## config.mk

```make
export PLATFORM = sky130hd
export DESIGN_NAME = key_strobe_gen_flat
export DESIGN_NICKNAME = d
export VERILOG_FILES = /design/src/rtl/key_strobe_gen_pkg.sv /design/src/rtl/key_strobe_gen_if.sv /design/src/rtl/key_strobe_gen_debounce.sv /design/src/rtl/key_strobe_gen.sv /design/src/flat_wrapper.sv
export SDC_FILE = /design/constraint.sdc
export NUM_CORES = 1
export LEC_CHECK = 0
export ABC_AREA = 1
export ABC_CLOCK_PERIOD_IN_PS = 1800
export CAP_MARGIN = 5
export CORE_MARGIN = 8
export CORE_UTILIZATION = 55
export CTS_CLUSTER_DIAMETER = 150
export DETAILED_ROUTE_END_ITERATION = 10
export PLACE_DENSITY = 0.79
export SYNTH_ARGS = -nofsm -noshare
export SYNTH_HDL_FRONTEND = slang
export SYNTH_SLANG_ARGS = --single-unit
```

## constraint.sdc

```tcl
create_clock -name CLK -period 1.8 [get_ports CLK]
set_input_delay 0.36 -clock CLK [delete_from_list [all_inputs] [get_ports CLK]]
set_output_delay 0.36 -clock CLK [all_outputs]
set_load 0.02 [all_outputs]
```

## src/rtl/key_strobe_gen_pkg.sv

```systemverilog
`default_nettype none
// ============================================================
// ttt_pkg: keypad sizing, cell indexing and arbiter state type
// Rev 1.0
// ============================================================
package ttt_pkg;

  localparam int NUM_KEYS  = 9;
  localparam int KEY_IDX_W = 4;

  typedef enum logic [0:0] {
    IDLE = 1'b0,
    PEND = 1'b1
  } arb_state_t;

  // Cell xy maps to key bit 3*x + y; the display stage uses the same mapping.
  function automatic logic [KEY_IDX_W-1:0] cell_idx(input int x, input int y);
    return KEY_IDX_W'(3 * x + y);
  endfunction

  function automatic logic [KEY_IDX_W-1:0] lowest_idx(input logic [NUM_KEYS-1:0] v);
    logic [KEY_IDX_W-1:0] idx;
    idx = '0;
    for (int i = NUM_KEYS - 1; i >= 0; i--) begin
      if (v[i]) idx = KEY_IDX_W'(i);
    end
    return idx;
  endfunction

endpackage
`default_nettype wire

```

## src/rtl/key_strobe_gen_if.sv

```systemverilog
`default_nettype none
// ============================================================
// key_strobe_gen_if: keypad in, blanking in, press strobes out
// Rev 1.0
// ============================================================
interface key_strobe_gen_if;
  import ttt_pkg::*;

  logic [NUM_KEYS-1:0] key_n;
  logic                vnotactive;
  logic                board_but00;
  logic                board_but01;
  logic                board_but02;
  logic                board_but10;
  logic                board_but11;
  logic                board_but12;
  logic                board_but20;
  logic                board_but21;
  logic                board_but22;
  logic                press_pending;

  modport master (
    output key_n, vnotactive,
    input  board_but00, board_but01, board_but02,
           board_but10, board_but11, board_but12,
           board_but20, board_but21, board_but22,
           press_pending
  );

  modport slave (
    input  key_n, vnotactive,
    output board_but00, board_but01, board_but02,
           board_but10, board_but11, board_but12,
           board_but20, board_but21, board_but22,
           press_pending
  );

endinterface
`default_nettype wire

```

## src/rtl/key_strobe_gen_debounce.sv

```systemverilog
`default_nettype none
// ============================================================
// key_debounce: sync, debounce and press-edge detect for one key
// Rev 1.0
// ============================================================
module key_debounce #(
  parameter int DEBOUNCE_CYCLES = 250000,
  parameter int CNT_W           = $clog2(DEBOUNCE_CYCLES)
) (
  input  wire logic CLK,
  input  wire logic RST,
  input  wire logic key_n,
  output logic      stable,
  output logic      ev
);

  localparam logic [CNT_W-1:0] c_CNT_LAST = CNT_W'(DEBOUNCE_CYCLES - 1);

  logic             r_meta;
  logic             r_sync;
  logic [CNT_W-1:0] r_cnt;
  logic             r_stable;
  logic             r_stable_d;
  logic             r_ev;

  always_ff @(posedge CLK or negedge RST) begin
    if (!RST) begin
      r_meta <= 1'b1;
      r_sync <= 1'b1;
    end else begin
      r_meta <= key_n;
      r_sync <= r_meta;
    end
  end

  // A single matching cycle restarts the count, so only a clean run flips.
  always_ff @(posedge CLK or negedge RST) begin
    if (!RST) begin
      r_stable <= 1'b1;
      r_cnt    <= '0;
    end else if (r_sync == r_stable) begin
      r_cnt <= '0;
    end else if (r_cnt == c_CNT_LAST) begin
      r_stable <= r_sync;
      r_cnt    <= '0;
    end else begin
      r_cnt <= r_cnt + CNT_W'(1);
    end
  end

  always_ff @(posedge CLK or negedge RST) begin
    if (!RST) begin
      r_stable_d <= 1'b1;
      r_ev       <= 1'b0;
    end else begin
      r_stable_d <= r_stable;
      r_ev       <= r_stable_d & ~r_stable;
    end
  end

  assign stable = r_stable;
  assign ev     = r_ev;

endmodule
`default_nettype wire

```

## src/rtl/key_strobe_gen.sv

```systemverilog
`default_nettype none
// ============================================================
// key_strobe_gen: debounced keypad -> blanking-aligned strobes
// Rev 1.0
// ============================================================
module key_strobe_gen
  import ttt_pkg::*;
#(
  parameter int DEBOUNCE_CYCLES = 250000,
  parameter int CNT_W           = $clog2(DEBOUNCE_CYCLES)
) (
  input  wire logic         CLK,
  input  wire logic         RST,
  key_strobe_gen_if.slave   bus
);

  logic [NUM_KEYS-1:0]  w_ev;
  // Debounced levels are not needed here; only press events feed the arbiter.
  logic [NUM_KEYS-1:0]  w_stable_unused;
  arb_state_t           r_state;
  arb_state_t           w_state_nxt;
  logic [KEY_IDX_W-1:0] r_pend_idx;
  logic [NUM_KEYS-1:0]  w_strobe_n;
  logic [NUM_KEYS-1:0]  r_but;

  for (genvar g = 0; g < NUM_KEYS; g++) begin : g_key
    key_debounce #(
      .DEBOUNCE_CYCLES (DEBOUNCE_CYCLES),
      .CNT_W           (CNT_W)
    ) u_debounce (
      .CLK    (CLK),
      .RST    (RST),
      .key_n  (bus.key_n[g]),
      .stable (w_stable_unused[g]),
      .ev     (w_ev[g])
    );
  end

  always_ff @(posedge CLK or negedge RST) begin
    if (!RST) begin
      r_state <= IDLE;
    end else begin
      r_state <= w_state_nxt;
    end
  end

  always_comb begin
    w_state_nxt = r_state;
    case (r_state)
      IDLE:    if (|w_ev) w_state_nxt = PEND;
      PEND:    if (bus.vnotactive) w_state_nxt = IDLE;
      default: w_state_nxt = IDLE;
    endcase
  end

  always_comb begin
    w_strobe_n = '1;
    for (int i = 0; i < NUM_KEYS; i++) begin
      if (r_state == PEND && bus.vnotactive && r_pend_idx == KEY_IDX_W'(i)) begin
        w_strobe_n[i] = 1'b0;
      end
    end
  end

  // Events arriving while a press is pending are intentionally discarded.
  always_ff @(posedge CLK or negedge RST) begin
    if (!RST) begin
      r_pend_idx <= '0;
    end else if (r_state == IDLE && |w_ev) begin
      r_pend_idx <= lowest_idx(w_ev);
    end
  end

  always_ff @(posedge CLK or negedge RST) begin
    if (!RST) begin
      r_but <= '1;
    end else begin
      r_but <= w_strobe_n;
    end
  end

  assign bus.press_pending = (r_state == PEND);
  assign bus.board_but00   = r_but[cell_idx(0, 0)];
  assign bus.board_but01   = r_but[cell_idx(0, 1)];
  assign bus.board_but02   = r_but[cell_idx(0, 2)];
  assign bus.board_but10   = r_but[cell_idx(1, 0)];
  assign bus.board_but11   = r_but[cell_idx(1, 1)];
  assign bus.board_but12   = r_but[cell_idx(1, 2)];
  assign bus.board_but20   = r_but[cell_idx(2, 0)];
  assign bus.board_but21   = r_but[cell_idx(2, 1)];
  assign bus.board_but22   = r_but[cell_idx(2, 2)];

endmodule
`default_nettype wire

```

## src/flat_wrapper.sv

```systemverilog
// flat-port wrapper written by rule: the top's interface ports become plain ports
module key_strobe_gen_flat import ttt_pkg::*;
#(
  parameter int DEBOUNCE_CYCLES = 250000,
  parameter int CNT_W           = $clog2(DEBOUNCE_CYCLES)
)
  (CLK, RST, bus_key_n, bus_vnotactive, bus_board_but00, bus_board_but01, bus_board_but02, bus_board_but10, bus_board_but11, bus_board_but12, bus_board_but20, bus_board_but21, bus_board_but22, bus_press_pending);
  key_strobe_gen_if bus_i ();
  input  wire logic CLK;
  input  wire logic RST;
  input wire logic [$bits(bus_i.key_n)-1:0] bus_key_n;
  input wire logic [$bits(bus_i.vnotactive)-1:0] bus_vnotactive;
  output wire logic [$bits(bus_i.board_but00)-1:0] bus_board_but00;
  output wire logic [$bits(bus_i.board_but01)-1:0] bus_board_but01;
  output wire logic [$bits(bus_i.board_but02)-1:0] bus_board_but02;
  output wire logic [$bits(bus_i.board_but10)-1:0] bus_board_but10;
  output wire logic [$bits(bus_i.board_but11)-1:0] bus_board_but11;
  output wire logic [$bits(bus_i.board_but12)-1:0] bus_board_but12;
  output wire logic [$bits(bus_i.board_but20)-1:0] bus_board_but20;
  output wire logic [$bits(bus_i.board_but21)-1:0] bus_board_but21;
  output wire logic [$bits(bus_i.board_but22)-1:0] bus_board_but22;
  output wire logic [$bits(bus_i.press_pending)-1:0] bus_press_pending;
  assign bus_i.key_n = bus_key_n;
  assign bus_i.vnotactive = bus_vnotactive;
  assign bus_board_but00 = bus_i.board_but00;
  assign bus_board_but01 = bus_i.board_but01;
  assign bus_board_but02 = bus_i.board_but02;
  assign bus_board_but10 = bus_i.board_but10;
  assign bus_board_but11 = bus_i.board_but11;
  assign bus_board_but12 = bus_i.board_but12;
  assign bus_board_but20 = bus_i.board_but20;
  assign bus_board_but21 = bus_i.board_but21;
  assign bus_board_but22 = bus_i.board_but22;
  assign bus_press_pending = bus_i.press_pending;
  key_strobe_gen #(.DEBOUNCE_CYCLES(DEBOUNCE_CYCLES), .CNT_W(CNT_W)) u_core (.CLK(CLK), .RST(RST), .bus(bus_i));
endmodule
```

==> out/metrics.yaml <==
vias: 9306
cts_setup_buffers: 0
ant_nets: 0
synth_compound_area_frac: 0.0235
crit_family: "flip-flops"
placedCellCount: 1762
ios: 22
startpoint_type: "flop"
gp_congestion: 0.926
muxShareOfSynthArea: 0
crit_chain: "dlygate4sd2_1"
p_leak_uw: 0.00557
hold_violations: 0
post-route-util: 0.639
synth-xor-area-share: 0.0573
synth_edf_count: 0
multi_input_area_um2: 5150
cts_root_buf: "clkbuf_16"
synth_top_area_cell: "dfrtp_1"
synth-seq-cells: 221
drive_above_1_share: 0.105
wire_per_inst_um: 12.5
fp.dieH_um: 160
ys_top_cells_by_area: "dfrtp_1 39%, nor2_1 13%, nand2_1 11%"
synthArstFlopShare: 1.00
arrival_ns: 1.35
yosysMostFrequentCell: "nor2_1"
regArea_um2: 5590
first_iter_violations: 561
final_max_slew_viol_count: 0
final-setup-viol-count: 0
synthSimpleGateAreaFrac: 0.363
critical_path.max_fanout: 1
fp-row-count: 52
synth_top_area_share: 0.388
drt_first_pass_iters: 5
ir_worst_vdd_uv: 673
ys.flop_type: "dfrtp_1"
fin_crit_ns: 1.71
antenna_cells: 0
clkSinkCount: 221
overflow: 0
power.density_nw_per_um2: 844
clk_pin_slew_ns: 0.06
synthCells: 1464
grt_pass1_vias: 9124
cp_data_required_time_ns: 1.44
synth.avg_cell_area_um2: 7.75
yosys-top-cells-count: "389 x nor2_1, 319 x nand2_1, 176 x dfrtp_1"
synth_cell_type_count: 34
htree_levels: 1
hold_class: "input port to flop"
stdcell_area_um2: 12900
setup-tns-final_ns: 0
fin_nets: 1541
syn_nets: 1485
syn2layout_area_growth_pct: 13.9
status: "complete, no violations"
vias_per_cell: 5.15
drv_cap: 0
max_stage_delay_ns: 0.51
die_w_um: 160
crit_path_end_kind: "primary output"
dpl.hpwl_um: 16100
grt_pass1_wl_um: 40300
syn_area_um2: 11400
timing.final.crit_share: 0.948
antenna_found_initial: 0
yosysWarnings: 0
synth_top_family_by_area: "simple AND/OR/NAND/NOR gates"
cp_num_buf_inv: 1
rrSetupSlack_ns: 0.22
place_area_um2: 12000
grt_use_total: 0.182
fillers: 1713
whs_ns: 0.248
cts_tree: "built"
max_freq_mhz: 586
finClkSkew_ns: 0.00879
fp.dieArea_um2: 25500
portBuffers: 21
crit_type: "flop to primary output"
grt_max_degree: 65
cts_inserted_buffers: 25
crit_slowest_cell: "dfstp_2"
coreArea_um2: 20200
clock_path_buffers: 3
initial_core_util: 0.561
synthAdderAreaFrac: 0.00992
rsz0062_at_grt: "false"
drc_errors: 0
ys_seq_area_frac: 0.492
route.final.wire_length_um: 22600
clock_latency_ns: 0.51
worst_slew_pin_slew_ns: 0.557
maxSlewHeadroom: 0.627
final_cells: 1808
-- final timing paths --
| path | end | from | depth (start not counted) |
|---|---|---|---|
| setup reg to reg | u_core.g_key[0].u_debounce.r_cnt[7]$_DFF_PN0_ | u_core.g_key[0].u_debounce.r_cnt[0]$_DFF_PN0_ | 8 |
| hold / removal | u_core.g_key[1].u_debounce.r_meta$_DFF_PN1_ | bus_key_n[1] | 1 |
| hold reg to reg | u_core.g_key[5].u_debounce.r_sync$_DFF_PN1_ | u_core.g_key[5].u_debounce.r_meta$_DFF_PN1_ | 0 |
| max in group asynchronous | u_core.g_key[8].u_debounce.r_meta$_DFF_PN1_ | RST | 3 |
| min in group asynchronous | u_core.g_key[2].u_debounce.r_cnt[2]$_DFF_PN0_ | RST | 2 |
| setup / recovery | bus_board_but02 | u_core.r_but[2]$_DFF_PN1_ | 1 |
-- registers in the layout, indices dropped and copies added (netlist names) --
register,cells
u_core.r_pend_idx,4
u_core.bus.press_pending,1
u_core.g_key.u_debounce.r_stable_d,9
u_core.g_key.u_debounce.ev,9
u_core.g_key.u_debounce.r_sync,9
u_core.g_key.u_debounce.stable,9
u_core.g_key.u_debounce.r_meta,9
u_core.r_but,9
u_core.g_key.u_debounce.r_cnt,162
-- power by group --
group	internal (uW)	leakage [uW]	switching [uW]
clock	3470	0.000451	1990
sequential	5060	0.00291	54.0
combinational	117	0.00221	221
-- area by class of cell --
cell class | instances | area share
repair buffers | 34 | 0.0282
multi-input cells | 1081 | 0.398
well taps | 270 | 0.0261
clock buffers | 32 | 0.0543
clock inverters | 13 | 0.0155
inverters | 157 | 0.0456
flip-flops and latches | 221 | 0.432
-- timing repair --
| item | CTS | global route |
|---|---|---|
| endpoints found under the hold margin | 47 | 0 |
| hold buffers | 1 | 0 |
| resized for setup | 10 | 0 |
| setup endpoints to repair | 10 | 0 |
-- layout by cell type, fill, tap and decap left out, drive strengths merged --
cell	synthesis	final
dfstp	45	45
and2	10	10
buf	3	13
or2	1	1
a211oi	1	1
a31oi	9	9
dlygate4sd2	0	10
clkbuf	2	32
nand3	103	103
nor3	47	47
ha	9	9
clkdlybuf4s50	0	10
xor2	50	50
nand4	39	39
a21oi	23	23
nor3b	5	5
o21bai	4	4
xnor2	20	20
dfrtp	176	176
nand2	326	326
o21ai	10	10
bufinv	0	5
nor2	413	413
nor4	1	1
dlygate4sd3	0	1
inv	157	158
nand3b	9	9
o211ai	1	1
clkinv	0	7
-- kinds of logic (layout without fill, tap and decap cells) --
kind of cell / after synthesis / in the layout
flops: 221 / 221
xor+xnor: 70 / 70
fa+ha+maj: 9 / 9
buf+inv: 162 / 236
compound gates: 48 / 48
simple gates: 954 / 954
-- metal layers --
metal,share of wire,vias up,GRT usage
met5,0,-,0
met4,0.023,0,0.0566
met3,0.047,46,0.0298
met2,0.47,216,0.314
met1,0.46,4312,0.232
li1,-,4732,-
-- metrics by stage --
stage	total power, uW	setup WS [ns]
5_1_grt	11300	0.0178
3_5_place_dp	5540	0.223
4_1_cts	11100	0.0561
6_report	10900	0.0929
2_1_floorplan	5330	0.441
3_3_place_gp	5530	0.312
Note: power is estimated with default switching activity, not from simulation.
